--- src/rtl/barcode_pkg.sv ---
// Shared types and constants for the barcode line transmitter.
// Holds the FSM state enum, the minimum bit period and the ID width.
package barcode_pkg;

  typedef enum logic [1:0] {
    IDLE  = 2'd0,
    START = 2'd1,
    DATA  = 2'd2,
    STOP  = 2'd3
  } tx_state_t;

  localparam int MIN_PERIOD  = 8;
  localparam int BITS_PER_ID = 8;

endpackage

--- src/rtl/barcode_tx.sv ---
// Barcode line transmitter: start pulse, 8 pulse-width coded bits MSB
// first, then a stop gap. Ports: clk, rst_n, send, ID, period in;
// BC (idle high), busy, done, err out. Macro BARCODE_TX_MSB_CHK_EN
// rejects IDs with bit 7 set and pulses err instead of sending.
module barcode_tx #(
  parameter int PER_W      = 22,
  parameter int MIN_PERIOD = barcode_pkg::MIN_PERIOD
) (
  input  logic             clk,
  input  logic             rst_n,
  input  logic             send,
  input  logic [7:0]       ID,
  input  logic [PER_W-1:0] period,
  output logic             BC,
  output logic             busy,
  output logic             done,
  output logic             err
);
  import barcode_pkg::*;

  localparam logic [PER_W-1:0] PMIN = PER_W'(MIN_PERIOD);
  localparam logic [3:0] LAST_BIT = 4'(BITS_PER_ID - 1);

  tx_state_t state, state_nxt;
  logic [PER_W-1:0] pq, pq_nxt;
  logic [PER_W-1:0] cyc, cyc_nxt;
  logic [PER_W-1:0] h, q, low_len;
  logic [7:0] sh, sh_nxt;
  logic [3:0] bits, bits_nxt;
  logic bc_nxt, done_nxt, err_nxt;
  logic req, reject, accept, bit_end;

`ifdef BARCODE_TX_MSB_CHK_EN
  assign reject = ID[7];
`else
  assign reject = 1'b0;
`endif

  // no acceptance in the done cycle: next frame starts after it
  assign req     = (state == IDLE) & send & ~done;
  assign accept  = req & ~reject;
  assign err_nxt = req & reject;
  assign bit_end = (cyc == pq - 1'b1);

  always_comb begin
    state_nxt = state;
    cyc_nxt   = cyc + 1'b1;
    sh_nxt    = sh;
    bits_nxt  = bits;
    pq_nxt    = pq;
    done_nxt  = 1'b0;
    unique case (state)
      IDLE: begin
        cyc_nxt = '0;
        if (accept) begin
          state_nxt = START;
          sh_nxt    = ID;
          pq_nxt    = (period < PMIN) ? PMIN : period;
        end
      end
      START: begin
        if (bit_end) begin
          state_nxt = DATA;
          cyc_nxt   = '0;
          bits_nxt  = '0;
        end
      end
      DATA: begin
        if (bit_end) begin
          cyc_nxt  = '0;
          sh_nxt   = {sh[6:0], 1'b0};
          bits_nxt = bits + 1'b1;
          if (bits == LAST_BIT) state_nxt = STOP;
        end
      end
      STOP: begin
        if (bit_end) begin
          state_nxt = IDLE;
          cyc_nxt   = '0;
          done_nxt  = 1'b1;
        end
      end
      default: state_nxt = IDLE;
    endcase
  end

  // line level for the upcoming cycle, so BC is a plain flop
  always_comb begin
    h       = pq_nxt >> 1;
    q       = pq_nxt >> 2;
    low_len = sh_nxt[7] ? q : (h + q);
    bc_nxt  = 1'b1;
    unique case (state_nxt)
      START:   bc_nxt = (cyc_nxt >= h);
      DATA:    bc_nxt = (cyc_nxt >= low_len);
      default: bc_nxt = 1'b1;
    endcase
  end

  always_ff @(posedge clk or negedge rst_n) begin
    if (!rst_n) begin
      state <= IDLE;
      cyc   <= '0;
      pq    <= '0;
      sh    <= '0;
      bits  <= '0;
      BC    <= 1'b1;
      busy  <= 1'b0;
      done  <= 1'b0;
      err   <= 1'b0;
    end else begin
      state <= state_nxt;
      cyc   <= cyc_nxt;
      pq    <= pq_nxt;
      sh    <= sh_nxt;
      bits  <= bits_nxt;
      BC    <= bc_nxt;
      busy  <= (state_nxt != IDLE);
      done  <= done_nxt;
      err   <= err_nxt;
    end
  end

endmodule

--- config.mk ---
export PLATFORM = sky130hd
export DESIGN_NAME = barcode_tx
export DESIGN_NICKNAME = d
export VERILOG_FILES = /design/src/rtl/barcode_pkg.sv /design/src/rtl/barcode_tx.sv
export SDC_FILE = /design/constraint.sdc
export NUM_CORES = 1
export LEC_CHECK = 0
export BUFFER_PORTS_ARGS = -buffer_cell sky130_fd_sc_hd__buf_2
export CAP_MARGIN = 10
export CORE_MARGIN = 2
export CORE_UTILIZATION = 40
export CTS_CLUSTER_SIZE = 28
export DETAILED_ROUTE_END_ITERATION = 16
export GPL_ROUTABILITY_DRIVEN = 1
export REMOVE_ABC_BUFFERS = 1
export SYNTH_ARGS = -nofsm -noshare
export SYNTH_HDL_FRONTEND = slang
export SYNTH_SLANG_ARGS = --single-unit
export TNS_END_PERCENT = 20
--- constraint.sdc ---
create_clock -name clk -period 11.1 [get_ports clk]
set_input_delay 0.555 -clock clk [delete_from_list [all_inputs] [get_ports clk]]
set_output_delay 0.555 -clock clk [all_outputs]
set_load 0.01 [all_outputs]
### After elaboration in Yosys (flattened, before gate mapping)

Index checks and enable logic that the tools add are counted.

| storage, ports and cells | value |
|---|---|
| bits in registers | 61 |
| output and inout port bits | 4 |

| operators by class | value |
|---|---|
| muxes and demuxes | 21 |
| bitwise operators | 3 |
| add/sub/neg operators | 4 |
| order comparisons | 3 |
| equality and inequality tests | 10 |
| reductions and logical operators | 8 |

Operator list:

| cell | count |
|---|---|
| two-way mux 22 bit | 5 |
| one-hot mux 22 bit (2 select lines) | 1 |
| adder 21 x 20 -> 22 bit | 1 |
| adder 22 x 1 -> 22 bit (second input constant) | 1 |
| equality test 22 bit | 1 |
| >= comparator 22 x 21 -> 1 bit | 1 |
| >= comparator 22 bit | 1 |
| < comparator 22 x 4 -> 1 bit (second input constant) | 1 |
| subtractor 22 x 1 -> 22 bit (second input constant) | 1 |
| two-way mux 8 bit | 2 |
| one-hot mux 8 bit (2 select lines) | 1 |
| two-way mux 2 bit | 5 |
| two-way mux 4 bit | 2 |
| one-hot mux 2 bit (4 select lines) | 1 |
| one-hot mux 4 bit (2 select lines) | 1 |
| equality test 2 bit (second input constant) | 3 |
| != test 2 bit (second input constant) | 3 |
| AND reduction 3 bit | 2 |
| nonzero test 2 bit | 3 |
| adder 4 x 1 -> 4 bit (second input constant) | 1 |
| equality test 2 x 1 -> 1 bit (second input constant) | 2 |
| equality test 4 x 3 -> 1 bit (second input constant) | 1 |
| OR reduction 3 bit | 1 |
| AND 1 bit | 2 |
| other kinds (5) | 6 |

### Logic depth before layout (Yosys ltp)

Gate-level depths: netlist (run 1).

| logic depth | value |
|---|---|
| word-level depth | 9 |
| mapped depth | 24 |
| gate-level depth less buffers | 24 |

### Worst setup path after synthesis (run 1)

No wires, ideal clock.

| timing | value |
|---|---|
| path kind | register -> register |
| start | reg state[1] |
| end | reg BC |
| clock period less this slack | 4.929 ns |
| data arrival time | 4.837 ns |
| setup slack | 6.171 ns |
| path buffers | 2 |
| setup time | 0.092 ns |
| required time | 11.008 ns |
| cell stages (with the launch flop) | 24 |
| cells stage by stage | dfrtp_1 clkbuf_1 or4b_1 clkbuf_1 a41oi_1 inv_1 o22ai_1 inv_1 ha_1 nor2b_1 o21ai_0 a31oi_1 o21ai_0 o21ai_1 o21a_1 nor2_1 xnor2_1 mux2i_1 ha_1 and3_1 a221oi_1 nor2b_1 o31ai_1 o211ai_1 |

| on the way | value |
|---|---|
| longest elaborated chain between the ends | 9 |
| elaborated cells between the ends (all ways) | 25 |
| those cells by class | add/sub: 1; order compare: 2; eq/ne: 5; mux: 13; bitwise: 2; reduce/logical: 2 |

RTL lines:

| item | RTL line | RTL |
|---|---|---|
| start, declared | barcode_tx.sv:24 | `tx_state_t state, state_nxt;` |
| start signal, assigned | barcode_tx.sv:112 | `state <= state_nxt;` |
| logical NOT 2 bit * | barcode_tx.sv:40, barcode_tx.sv:52 |  |
| AND 1 bit (2 in a row) | barcode_tx.sv:40 | `assign req = (state == IDLE) & send & ~done;` |
| two-way mux 22 bit | barcode_tx.sv:55 | `if (accept) begin` |
| two-way mux 22 bit * | barcode_tx.sv:52 | `unique case (state)` |
| via pq_nxt[3] | barcode_tx.sv:25 | `logic [PER_W-1:0] pq, pq_nxt;` |
| adder 21 x 20 -> 22 bit | barcode_tx.sv:91 | `low_len = sh_nxt[7] ? q : (h + q);` |
| two-way mux 22 bit | barcode_tx.sv:91 |  |
| >= comparator 22 bit | barcode_tx.sv:95 | `DATA: bc_nxt = (cyc_nxt >= low_len);` |
| one-hot mux 1 bit (2 select lines) * | barcode_tx.sv:93 | `unique case (state_nxt)` |
| via bc_nxt | barcode_tx.sv:30 | `logic bc_nxt, done_nxt, err_nxt;` |
| end signal, assigned | barcode_tx.sv:117 | `BC <= bc_nxt;` |
| end, declared | barcode_tx.sv:14 | `output logic BC,` |

The timed path passes the listed nets; every way through them passes the cells marked *. The select of a mux whose other input is x is not followed.
A chain may end at the register's enable or synchronous reset.

### Worst setup path in the final report (run 1)

Ends and elaborated chain as after synthesis.

==> metrics.txt, run 1 <==
status finished clean; # Post-CTS Setup Buffers 0; DRT iter0 DRCs 278; I/O Pins 37; CTS resizes 0; Post-Route WL 15830 µm; width of the die 125.1 µm; drt wl/cell 17.56 µm; antenna violations before repair 0; Setup crit end kind register; FP Rows 44; GRT overflow 0; Required @ worst endpoint 11360 ps; Inserted Clock Buffers 9; unrepaired setup endpoints after global routing false; Max-slew headroom 0.4590; Starting Density 0.4069; CTS root buf clkbuf_16; hpwl dp 12450 µm; first-pass GRT wire length 26490 µm; Setup CP Type register to register; IO buf count 35; Slew Viols, Final 0; Final GP Congestion 0.8663; worst slew pin tran 811.5 ps; setup TNS 0 ps; fin nets 814; Register Area 1528 µm²; Yosys cell types 75; die area 15660 µm²; ys flop type dfrtp_1; via count 5177; clk sinks 61; pin count of the biggest net entering global routing 62; P&R area growth vs syn 10.85%; Clock transition at path regs 50 ps; minimum clock period 5843 ps; Pwr Density 288.0 nW/µm²; CTS tree yes; max cap viols 0; commonest non-fill, non-tap cells in the layout nand2_1 (76), ha_1 (68), dfrtp_1 (60); EDFF count, synth 0; ANT cells 0; HP Class input pin to asynchronous set/reset pin; Avg Inst Size Synth 8.556 µm²; antenna-violating nets left 0; YS warnings 0; critical path arrival 6100 ps; sequential area share after synthesis 0.2603; vias per cell 5.746; Critical Path Start Type register; Clock Latency Late Sink 340 ps; First-pass DRT Iterations 6; overall routing resource usage 0.2081; Die Y 125.1 µm; share of layout cells above drive strength 1 0.1032; Multi-input gate area 4123 µm²; Fmax achieved 171.1 MHz; fill count 1416; Clock Path Buffers 2; worst vdd ir 79.27 µV; commonest non-fill, non-tap cell in the layout nand2_1; Core Region 14420 µm²; asr flop ratio synth 1.000; Hold-fix buffers, CTS 0; Mapped Area 5869 µm²; #FFs+latches synth 61; Final Hold Fails 0; Hold Slack 395.9 ps; fin crit share 0.5264; Total Power 1874 µW; cells after synthesis 686; Max H-tree Level 3; Leak 0.003144 µW; DRC viols 0; Setup Skew 7.682 ps; vias in the first global route 5247; final setup fails 0; CP Max Fanout 26
-- stage by stage --
step | area, µm² | utilization | instances | setup slack (ps)
2_1_floorplan | 5762 | - | 663 | 5533
5_1_grt | 6506 | 0.4511 | 901 | 4708
3_3_place_gp | 6198 | 0.4297 | 885 | 5438
4_1_cts | 6506 | 0.4511 | 901 | 5288
3_5_place_dp | 6198 | 0.4297 | 885 | 5279
6_report | 6506 | 0.4511 | 901 | 5257
-- per-layer routing --
layer | vias to the layer above | global-route usage | part of all wire
li1 | 2540 | - | -
met2 | 108 | 0.3555 | 0.48
met1 | 2510 | 0.2773 | 0.47
met3 | 19 | 0.03380 | 0.038
met4 | 0 | 0.04771 | 0.014
met5 | - | 0 | 0
-- synthesized netlist by cell type, drive strengths merged, types with 4 or more instances --
| master | number | area share |
|---|---|---|
| nand2 | 76 | 0.049 |
| o211ai | 5 | 0.0064 |
| nor4 | 14 | 0.025 |
| clkbuf | 13 | 0.0083 |
| xnor2 | 43 | 0.064 |
| o21ai | 28 | 0.024 |
| or2 | 7 | 0.0075 |
| a221o | 6 | 0.010 |
| nand3b | 5 | 0.0070 |
| nand2b | 7 | 0.0075 |
| and3 | 19 | 0.020 |
| nor3 | 21 | 0.020 |
| nor2b | 10 | 0.011 |
| inv | 32 | 0.020 |
| ha | 68 | 0.14 |
| o21a | 7 | 0.0090 |
| a31oi | 4 | 0.0043 |
| nor2 | 47 | 0.030 |
| nand4 | 9 | 0.0096 |
| xor2 | 23 | 0.034 |
| a211oi | 7 | 0.0090 |
| or3 | 7 | 0.0083 |
| mux2i | 22 | 0.038 |
| nand3 | 29 | 0.026 |
| dfrtp | 60 | 0.26 |
| a21o | 18 | 0.023 |
| a21oi | 33 | 0.028 |
| buf | 10 | 0.010 |
-- cell families (layout without fill, tap and decap cells) --
group           count (synthesis)  in the layout  synth area share
mux                            25             25           0.04391
simple gates                  265            265            0.2413
fa+ha+maj                      71             71            0.1518
xor+xnor                       66             66           0.09849
flops                          61             61            0.2603
compound gates                142            142            0.1648
buf+inv                        55             86           0.03880
other cells                     1              1         0.0006389
-- worst max-delay path: stages (launching register included) --
cell,delay [ps]
dfrtp_1,490
or4b_1,550
buf_4,260
a41oi_1,420
inv_1,80
o22ai_1,370
inv_1,160
ha_1,370
nor2b_1,150
o21ai_0,260
a31oi_1,210
o21ai_0,420
o21ai_1,210
o21a_1,210
nor2_1,110
xnor2_1,140
mux2i_1,100
ha_1,290
and3_1,210
a221oi_1,340
nor2b_1,90
o31ai_1,210
o211ai_1,120
-- flip-flops by register name, indices dropped and copies added (netlist names) --
| signal | cells |
|---|---|
| BC | 1 |
| bits | 4 |
| busy | 1 |
| cyc | 22 |
| done | 1 |
| pq | 22 |
| sh | 8 |
| state | 2 |
-- cell type report --
type / count / share of cell area
clock buffer: 11 / 0.03577
clock inverter: 5 / 0.01154
inverter: 32 / 0.01846
multi-input combinational: 570 / 0.6337
sequential: 61 / 0.2348
tap: 184 / 0.03538
timing repair buffer: 38 / 0.03038
-- final timing paths --
kind | startpoint | to | slack [ps] | cells past startpoint
max | state[1]$_DFF_PN0_ | BC$_DFF_PN1_ | 5260 | 22
min in group clk | ID[0] | sh[0]$_DFFE_PN0P_ | 430 | 3
min | rst_n | sh[1]$_DFFE_PN0P_ | 400 | 2
max in group asynchronous | rst_n | cyc[17]$_DFF_PN0_ | 10160 | 2
min reg2reg | sh[2]$_DFFE_PN0P_ | sh[3]$_DFFE_PN0P_ | 510 | 1
max reg2reg | state[1]$_DFF_PN0_ | BC$_DFF_PN1_ | 5260 | 22
-- power by group --
part / switching (µW) / leakage [µW] / internal, µW
logic: 657 / 0.00221 / 504
registers: 123 / 0.000780 / 294
clock network: 101 / 0.000153 / 195
(Power assumes the default switching activity.)
==> inputs of run 2 (changes only) <==
==> constraint.sdc (replaced) <==
create_clock -name clk -period 5.2 [get_ports clk]
set_input_delay 0.26 -clock clk [delete_from_list [all_inputs] [get_ports clk]]
set_output_delay 0.26 -clock clk [all_outputs]
set_load 0.01 [all_outputs]
==> run 2 against run 1 <==
Against the previous run: combinational power up 130%; utilization up 2.3 points; largest cell class unchanged; largest power group unchanged; cell count up 3.4%; non-clock buffer count up 31; hold slack worse by 310 ps; register-to-register slack worse by 5000 ps; sequential share of layout area down 1.1 points; die area unchanged; critical path depth unchanged; sequential power up 100%; routed wire length up 4.5%.
==> metrics.txt, run 2 (synthesized netlist as in run 1, its figures left out) <==
vias per cell 5.779 (was 5.746); CP Max Fanout 4 (was 26); RR Startpoint state[1]$_DFF_PN0_ (unchanged); Top Registers cyc: 22 flops, pq: 22 flops, sh: 8 flops (unchanged); antenna violations before repair 0 (unchanged); Leak 0.003313 µW (was 0.003144 µW); Clock transition at path regs 60 ps (was 50 ps); sequential power share 0.200 (was 0.222); Final GP Congestion 0.8556 (was 0.8663); overall routing resource usage 0.2148 (was 0.2081); setup TNS 0 ps (unchanged); CP top delay family compound AO/OA/AOI/OAI gates (unchanged); Critical Path Start Type register (unchanged); max cap viols 0 (unchanged); Setup crit end kind register (unchanged); antenna-violating nets left 0 (unchanged); Reg2Reg Depth 22 (unchanged); Setup CP Type register to register (unchanged); Fmax achieved 203.9 MHz (was 171.1 MHz); FP Rows 44 (unchanged); Max H-tree Level 3 (unchanged); via count 5386 (was 5177); Buf+Inv Stages, Crit Path 1 (was 3); switching share of power 0.4676 (was 0.4701); r2r setup slk 300 ps (was 5260 ps); HP Class input pin to asynchronous set/reset pin (unchanged); Crit-path slowest cell or4b_4 (was or4b_1); width of the die 125.1 µm (unchanged); pin count of the biggest net entering global routing 62 (unchanged); Core Region 14420 µm² (unchanged); hpwl dp 12970 µm (was 12450 µm); power share of the clock group 0.157 (was 0.158); Pwr Density 611.8 nW/µm² (was 288.0 nW/µm²); Starting Density 0.4069 (unchanged); Setup Skew 6.965 ps (was 7.682 ps); worst vdd ir 178.7 µV (was 79.27 µV); commonest non-fill, non-tap cells in the layout nand2_1 (75), ha_1 (66), dfrtp_1 (60) (was nand2_1 (76), ha_1 (68), dfrtp_1 (60)); fin nets 845 (was 814); Internal 2226 µW (was 993.0 µW); Clock Latency Late Sink 340 ps (about the same); Post-Route WL 16530 µm (was 15830 µm); share of layout cells above drive strength 1 0.1591 (was 0.1032); IO buf count 35 (unchanged); Slew Viols, Final 0 (unchanged); final setup fails 0 (unchanged); first-pass GRT wire length 27350 µm (was 26490 µm); I/O Pins 37 (unchanged); switching power total 1954 µW (was 881.0 µW); vias in the first global route 5322 (was 5247); DRC viols 0 (unchanged); Worst path max stage delay 600 ps (was 550 ps); GRT overflow 0 (unchanged); CTS tree yes (unchanged); worst setup margin 296.3 ps (was 5257 ps); Logic pwr share 0.643 (was 0.619); Clock Path Buffers 2 (unchanged); CTS root buf clkbuf_16 (unchanged); die area 15660 µm² (unchanged); crit-path cells or4b_4, a41oi_4, nand2_1, o21ai_1, ha_2, inv_1, fa_1, nor2b_1, o21ai_0, a31oi_1, o21ai_0, o21ai_2, nand2b_1, and2_1, xnor2_1, mux2i_1, ha_1, and3_1, a221oi_1, nor2b_1, o31ai_1, o211ai_1 (was or4b_1, buf_4, a41oi_1, inv_1, o22ai_1, inv_1, ha_1, nor2b_1, o21ai_0, a31oi_1, o21ai_0, o21ai_1, o21a_1, nor2_1, xnor2_1, mux2i_1, ha_1, and3_1, a221oi_1, nor2b_1, o31ai_1, o211ai_1); status finished clean (unchanged); P&R area growth vs syn 16.41% (was 10.85%); Max-slew headroom 0.4663 (was 0.4590); critical path arrival 5160 ps (was 6100 ps); final core occ 0.4737 (was 0.4511); Die Y 125.1 µm (unchanged); First-pass DRT Iterations 4 (was 6); fin crit share 0.9430 (was 0.5264); placed cells 915 (was 885); commonest non-fill, non-tap cell in the layout nand2_1 (unchanged); DRT iter0 DRCs 335 (was 278); Required @ worst endpoint 5460 ps (was 11360 ps); Non-Filler Instances 932 (was 901); Worst R2R End BC$_DFF_PN1_ (unchanged); dpl ws -33.97 ps (was 5279 ps); Final Hold Fails 0 (unchanged); minimum clock period 4904 ps (was 5843 ps); worst slew pin tran 800.5 ps (was 811.5 ps); Hold Slack 90.84 ps (was 395.9 ps); clk sinks 61 (unchanged); ANT cells 0 (unchanged); drt wl/cell 17.74 µm (was 17.56 µm); Inserted Clock Buffers 9 (unchanged)
-- run 2: changes by cell type in the layout (fill, tap and decap cells not counted), moves of 3 or more --
cell / delta
buf_4: +31
clkinv_2: -3
clkinvlp_4: +3
o21ai_0: -3
-- run 2: what timing repair did --
item,in CTS,in global routing
pin swaps,0,5
buffers inserted,0,1
resized for setup,1,16
endpoints found under the setup margin,1,1
hold buffers,0,0
-- run 2: worst max-delay path by stage --
stage	startpoint	end	slack (ps)	depth (start not counted)
after floorplan	state[1]$_DFF_PN0_	BC$_DFF_PN1_	-350	19
after global placement	period[20]	BC$_DFF_PN1_	170	22
after detailed placement	state[1]$_DFF_PN0_	BC$_DFF_PN1_	-30	22
after CTS	state[1]$_DFF_PN0_	BC$_DFF_PN1_	30	22
after global routing	state[1]$_DFF_PN0_	BC$_DFF_PN1_	-20	22
final	state[1]$_DFF_PN0_	BC$_DFF_PN1_	300	22
-- run 2: per-stage QoR --
| step | total power [µW] | instance area [µm²] |
|---|---|---|
| floorplan | 2747 | 5762 |
| global placement | 3377 | 6424 |
| detailed placement | 3449 | 6424 |
| CTS | 4122 | 6756 |
| global route | 4569 | 6833 |
| finish | 4180 | 6833 |
-- run 2: cell type report --
type / instances / area (µm²)
timing repair buffer: 69 / 430.4
clock inverter: 7 / 100.1
tap: 184 / 230.2
multi-input combinational: 570 / 4199
sequential: 61 / 1528
clock buffer: 9 / 225.2
inverter: 32 / 120.1
fill: 1412 / 7591
-- run 2: power groups by stage --
stage	Clock (µW)	Combinational, µW	Sequential [µW]
6_report	658	2690	835
5_1_grt	687	3030	855
4_1_cts	668	2630	823
3_5_place_dp	0	2620	831
3_3_place_gp	0	2550	826
2_1_floorplan	0	1940	811
-- run 2: routing by layer --
layer,up-vias,GRT usage,part of all wire
met5,-,0,0
met4,0,0.06536,0.018
met3,21,0.03081,0.044
met2,147,0.3625,0.47
met1,2604,0.2857,0.47
li1,2614,-,-
==> inputs of run 3 (changes only) <==
--- a/config.mk
+++ b/config.mk
@@ -5,12 +5,12 @@
 export SDC_FILE = /design/constraint.sdc
 export NUM_CORES = 1
 export LEC_CHECK = 0
-export BUFFER_PORTS_ARGS = -buffer_cell sky130_fd_sc_hd__buf_2
 export CAP_MARGIN = 10
 export CORE_MARGIN = 2
 export CORE_UTILIZATION = 40
 export CTS_CLUSTER_SIZE = 28
 export DETAILED_ROUTE_END_ITERATION = 16
+export DONT_BUFFER_PORTS = 1
 export GPL_ROUTABILITY_DRIVEN = 1
 export REMOVE_ABC_BUFFERS = 1
 export SYNTH_ARGS = -nofsm -noshare
==> run 3 against run 2 <==
Against the previous run: routed wire length is 0.70% higher; first-iteration DRC count is 6.0% lower; global-route usage is 0.060 points lower; sequential power is 2% lower; non-clock buffer count is 32 lower; maximum frequency is 1.1% lower; register-to-register slack worse by 50 ps; clock power is 5.9% higher; clock skew is 1.2 ps higher; worst setup slack worse by 53 ps; largest cell class unchanged.
==> metrics.txt, run 3 (synthesized netlist as in run 1, its figures left out) <==
via count 5232 (was 5386); FP Rows 44 (unchanged); Max H-tree Level 3 (unchanged); antenna violations before repair 0 (unchanged); Clock transition at path regs 60 ps (about the same); Starting Density 0.4069 (unchanged); overall routing resource usage 0.2142 (was 0.2148); setup TNS 0 ps (unchanged); dpl ws -141.9 ps (was -33.97 ps); CTS root buf clkbuf_16 (unchanged); Fmax achieved 201.7 MHz (was 203.9 MHz); final setup fails 0 (unchanged); worst slew pin tran 671.6 ps (was 800.5 ps); Pwr Density 633.6 nW/µm² (was 611.8 nW/µm²); critical path arrival 5210 ps (was 5160 ps); vias per cell 5.813 (was 5.779); fin nets 813 (was 845); HP Class input pin to register (was input pin to asynchronous set/reset pin); Die Y 125.1 µm (unchanged); grt peak-use layer met2 (unchanged); CTS tree yes (unchanged); Slew Viols, Final 0 (unchanged); First-pass DRT Iterations 5 (was 4); Setup Skew 8.208 ps (was 6.965 ps); Critical Path Start Type register (unchanged); Total Power 4264 µW (was 4180 µW); Post-Route WL 16650 µm (was 16530 µm); width of the die 125.1 µm (unchanged); DRT iter0 DRCs 315 (was 335); Max-slew headroom 0.5488 (was 0.4663); Required @ worst endpoint 5450 ps (was 5460 ps); GRT overflow 0 (unchanged); Core Region 14420 µm² (unchanged); minimum clock period 4957 ps (was 4904 ps); grt met3 use 0.03851 (was 0.03081); first-pass GRT wire length 27050 µm (was 27350 µm); commonest non-fill, non-tap cells in the layout nand2_1 (76), ha_1 (67), dfrtp_1 (60) (was nand2_1 (75), ha_1 (66), dfrtp_1 (60)); commonest non-fill, non-tap cell in the layout nand2_1 (unchanged); status finished clean (unchanged); worst vdd ir 208.6 µV (was 178.7 µV); Final GP Congestion 0.8942 (was 0.8556); worst setup margin 242.9 ps (was 296.3 ps); die area 15660 µm² (unchanged); Top Registers cyc: 22 flops, pq: 22 flops, sh: 8 flops (unchanged); Inserted Clock Buffers 9 (unchanged); pin count of the biggest net entering global routing 62 (unchanged); fin crit share 0.9533 (was 0.9430); ANT cells 0 (unchanged); CP Max Fanout 5 (was 4); hpwl dp 13080 µm (was 12970 µm); share of layout cells above drive strength 1 0.1173 (was 0.1591); antenna-violating nets left 0 (unchanged); drt wl/cell 18.50 µm (was 17.74 µm); IO buf count 0 (was 35); I/O Pins 37 (unchanged); GRT met2 Usage 0.3731 (was 0.3625); Clock Path Buffers 2 (unchanged); Final Hold Fails 0 (unchanged); Setup crit end kind register (unchanged); DRC viols 0 (unchanged); clk sinks 61 (unchanged); vias in the first global route 5194 (was 5322); Leak 0.003201 µW (was 0.003313 µW); Clock Latency Late Sink 340 ps (about the same); GR met1 Demand/Resource 0.2707 (was 0.2857); max cap viols 0 (unchanged); Setup CP Type register to register (unchanged); P&R area growth vs syn 14.67% (was 16.41%)
[run 3: cell count changes in the layout (fill, tap and decap cells not counted), sizes merged]
cell | previous run | this run
clkinvlp | 3 | 1
dlygate4sd3 | 0 | 1
clkbuf | 9 | 10
buf | 69 | 36
bufinv | 2 | 3
[run 3: per-layer routing]
| metal | vias up | routed length, µm |
|---|---|---|
| met3 | 27 | 910 |
| met1 | 2534 | 7311 |
| met4 | 0 | 356 |
| met5 | - | 0 |
| met2 | 132 | 8072 |
| li1 | 2539 | - |
[run 3: worst max-delay path, cell delays in order (launching register included)]
cell      delay [ps]
dfrtp_1          420
inv_1            100
ha_2             220
nor2b_1          130
or3_1            340
a31oi_1          330
nand4_1          140
or3_4            360
nor4_4           330
nand4_1          230
nand3_4          180
mux2_2           350
ha_1             260
nand2b_1         140
a21o_1           180
a21o_1           180
a21oi_2          180
nor3_1            80
o21ai_1          250
a21oi_1          110
o31ai_1          240
o211ai_1         130
[run 3: power by group]
| part | switching, µW | internal (µW) | leakage (µW) |
|---|---|---|---|
| sequential | 191 | 628 | 0.000780 |
| combinational | 1550 | 1200 | 0.00226 |
| clock | 229 | 468 | 0.000163 |
| total | 1970 | 2290 | 0.00320 |
[run 3: repair_timing]
action	4_1_cts	5_1_grt
resized for setup	3	13
setup buffers	0	1
hold buffers	2	0
pin swaps	0	2
endpoints found under the setup margin	1	1
endpoints found under the hold margin	61	0
[run 3: final timing paths]
kind | start | endpoint | slack (ps) | cells past startpoint
setup / recovery | pq[0]$_DFFE_PN0P_ | BC$_DFF_PN1_ | 240 | 21
hold / removal | period[0] | pq[0]$_DFFE_PN0P_ | 40 | 2
setup reg to reg | pq[0]$_DFFE_PN0P_ | BC$_DFF_PN1_ | 240 | 21
hold reg to reg | sh[5]$_DFFE_PN0P_ | sh[6]$_DFFE_PN0P_ | 500 | 1
max in group asynchronous | rst_n | BC$_DFF_PN1_ | 4430 | 2
min in group asynchronous | rst_n | sh[0]$_DFFE_PN0P_ | 450 | 2
[run 3: per-stage QoR]
stage          hold WS (ps)  instances    util  instance area [µm²]
5_1_grt               89.73        900  0.4666                 6730
3_5_place_dp         -34.24        881  0.4346                 6269
3_3_place_gp         -33.31        881  0.4346                 6269
4_1_cts               38.60        899  0.4617                 6660
6_report              40.57        900  0.4666                 6730
2_1_floorplan        -35.59        663       -                 5762
[run 3: layout make-up]
class | instances | area [µm²]
clock buffers | 10 | 229.0
clock inverters | 6 | 111.4
well taps | 184 | 230.2
inverters | 32 | 120.1
fillers | 1390 | 7694
flip-flops and latches | 61 | 1528
multi-input cells | 570 | 4199
repair buffers | 37 | 312.8
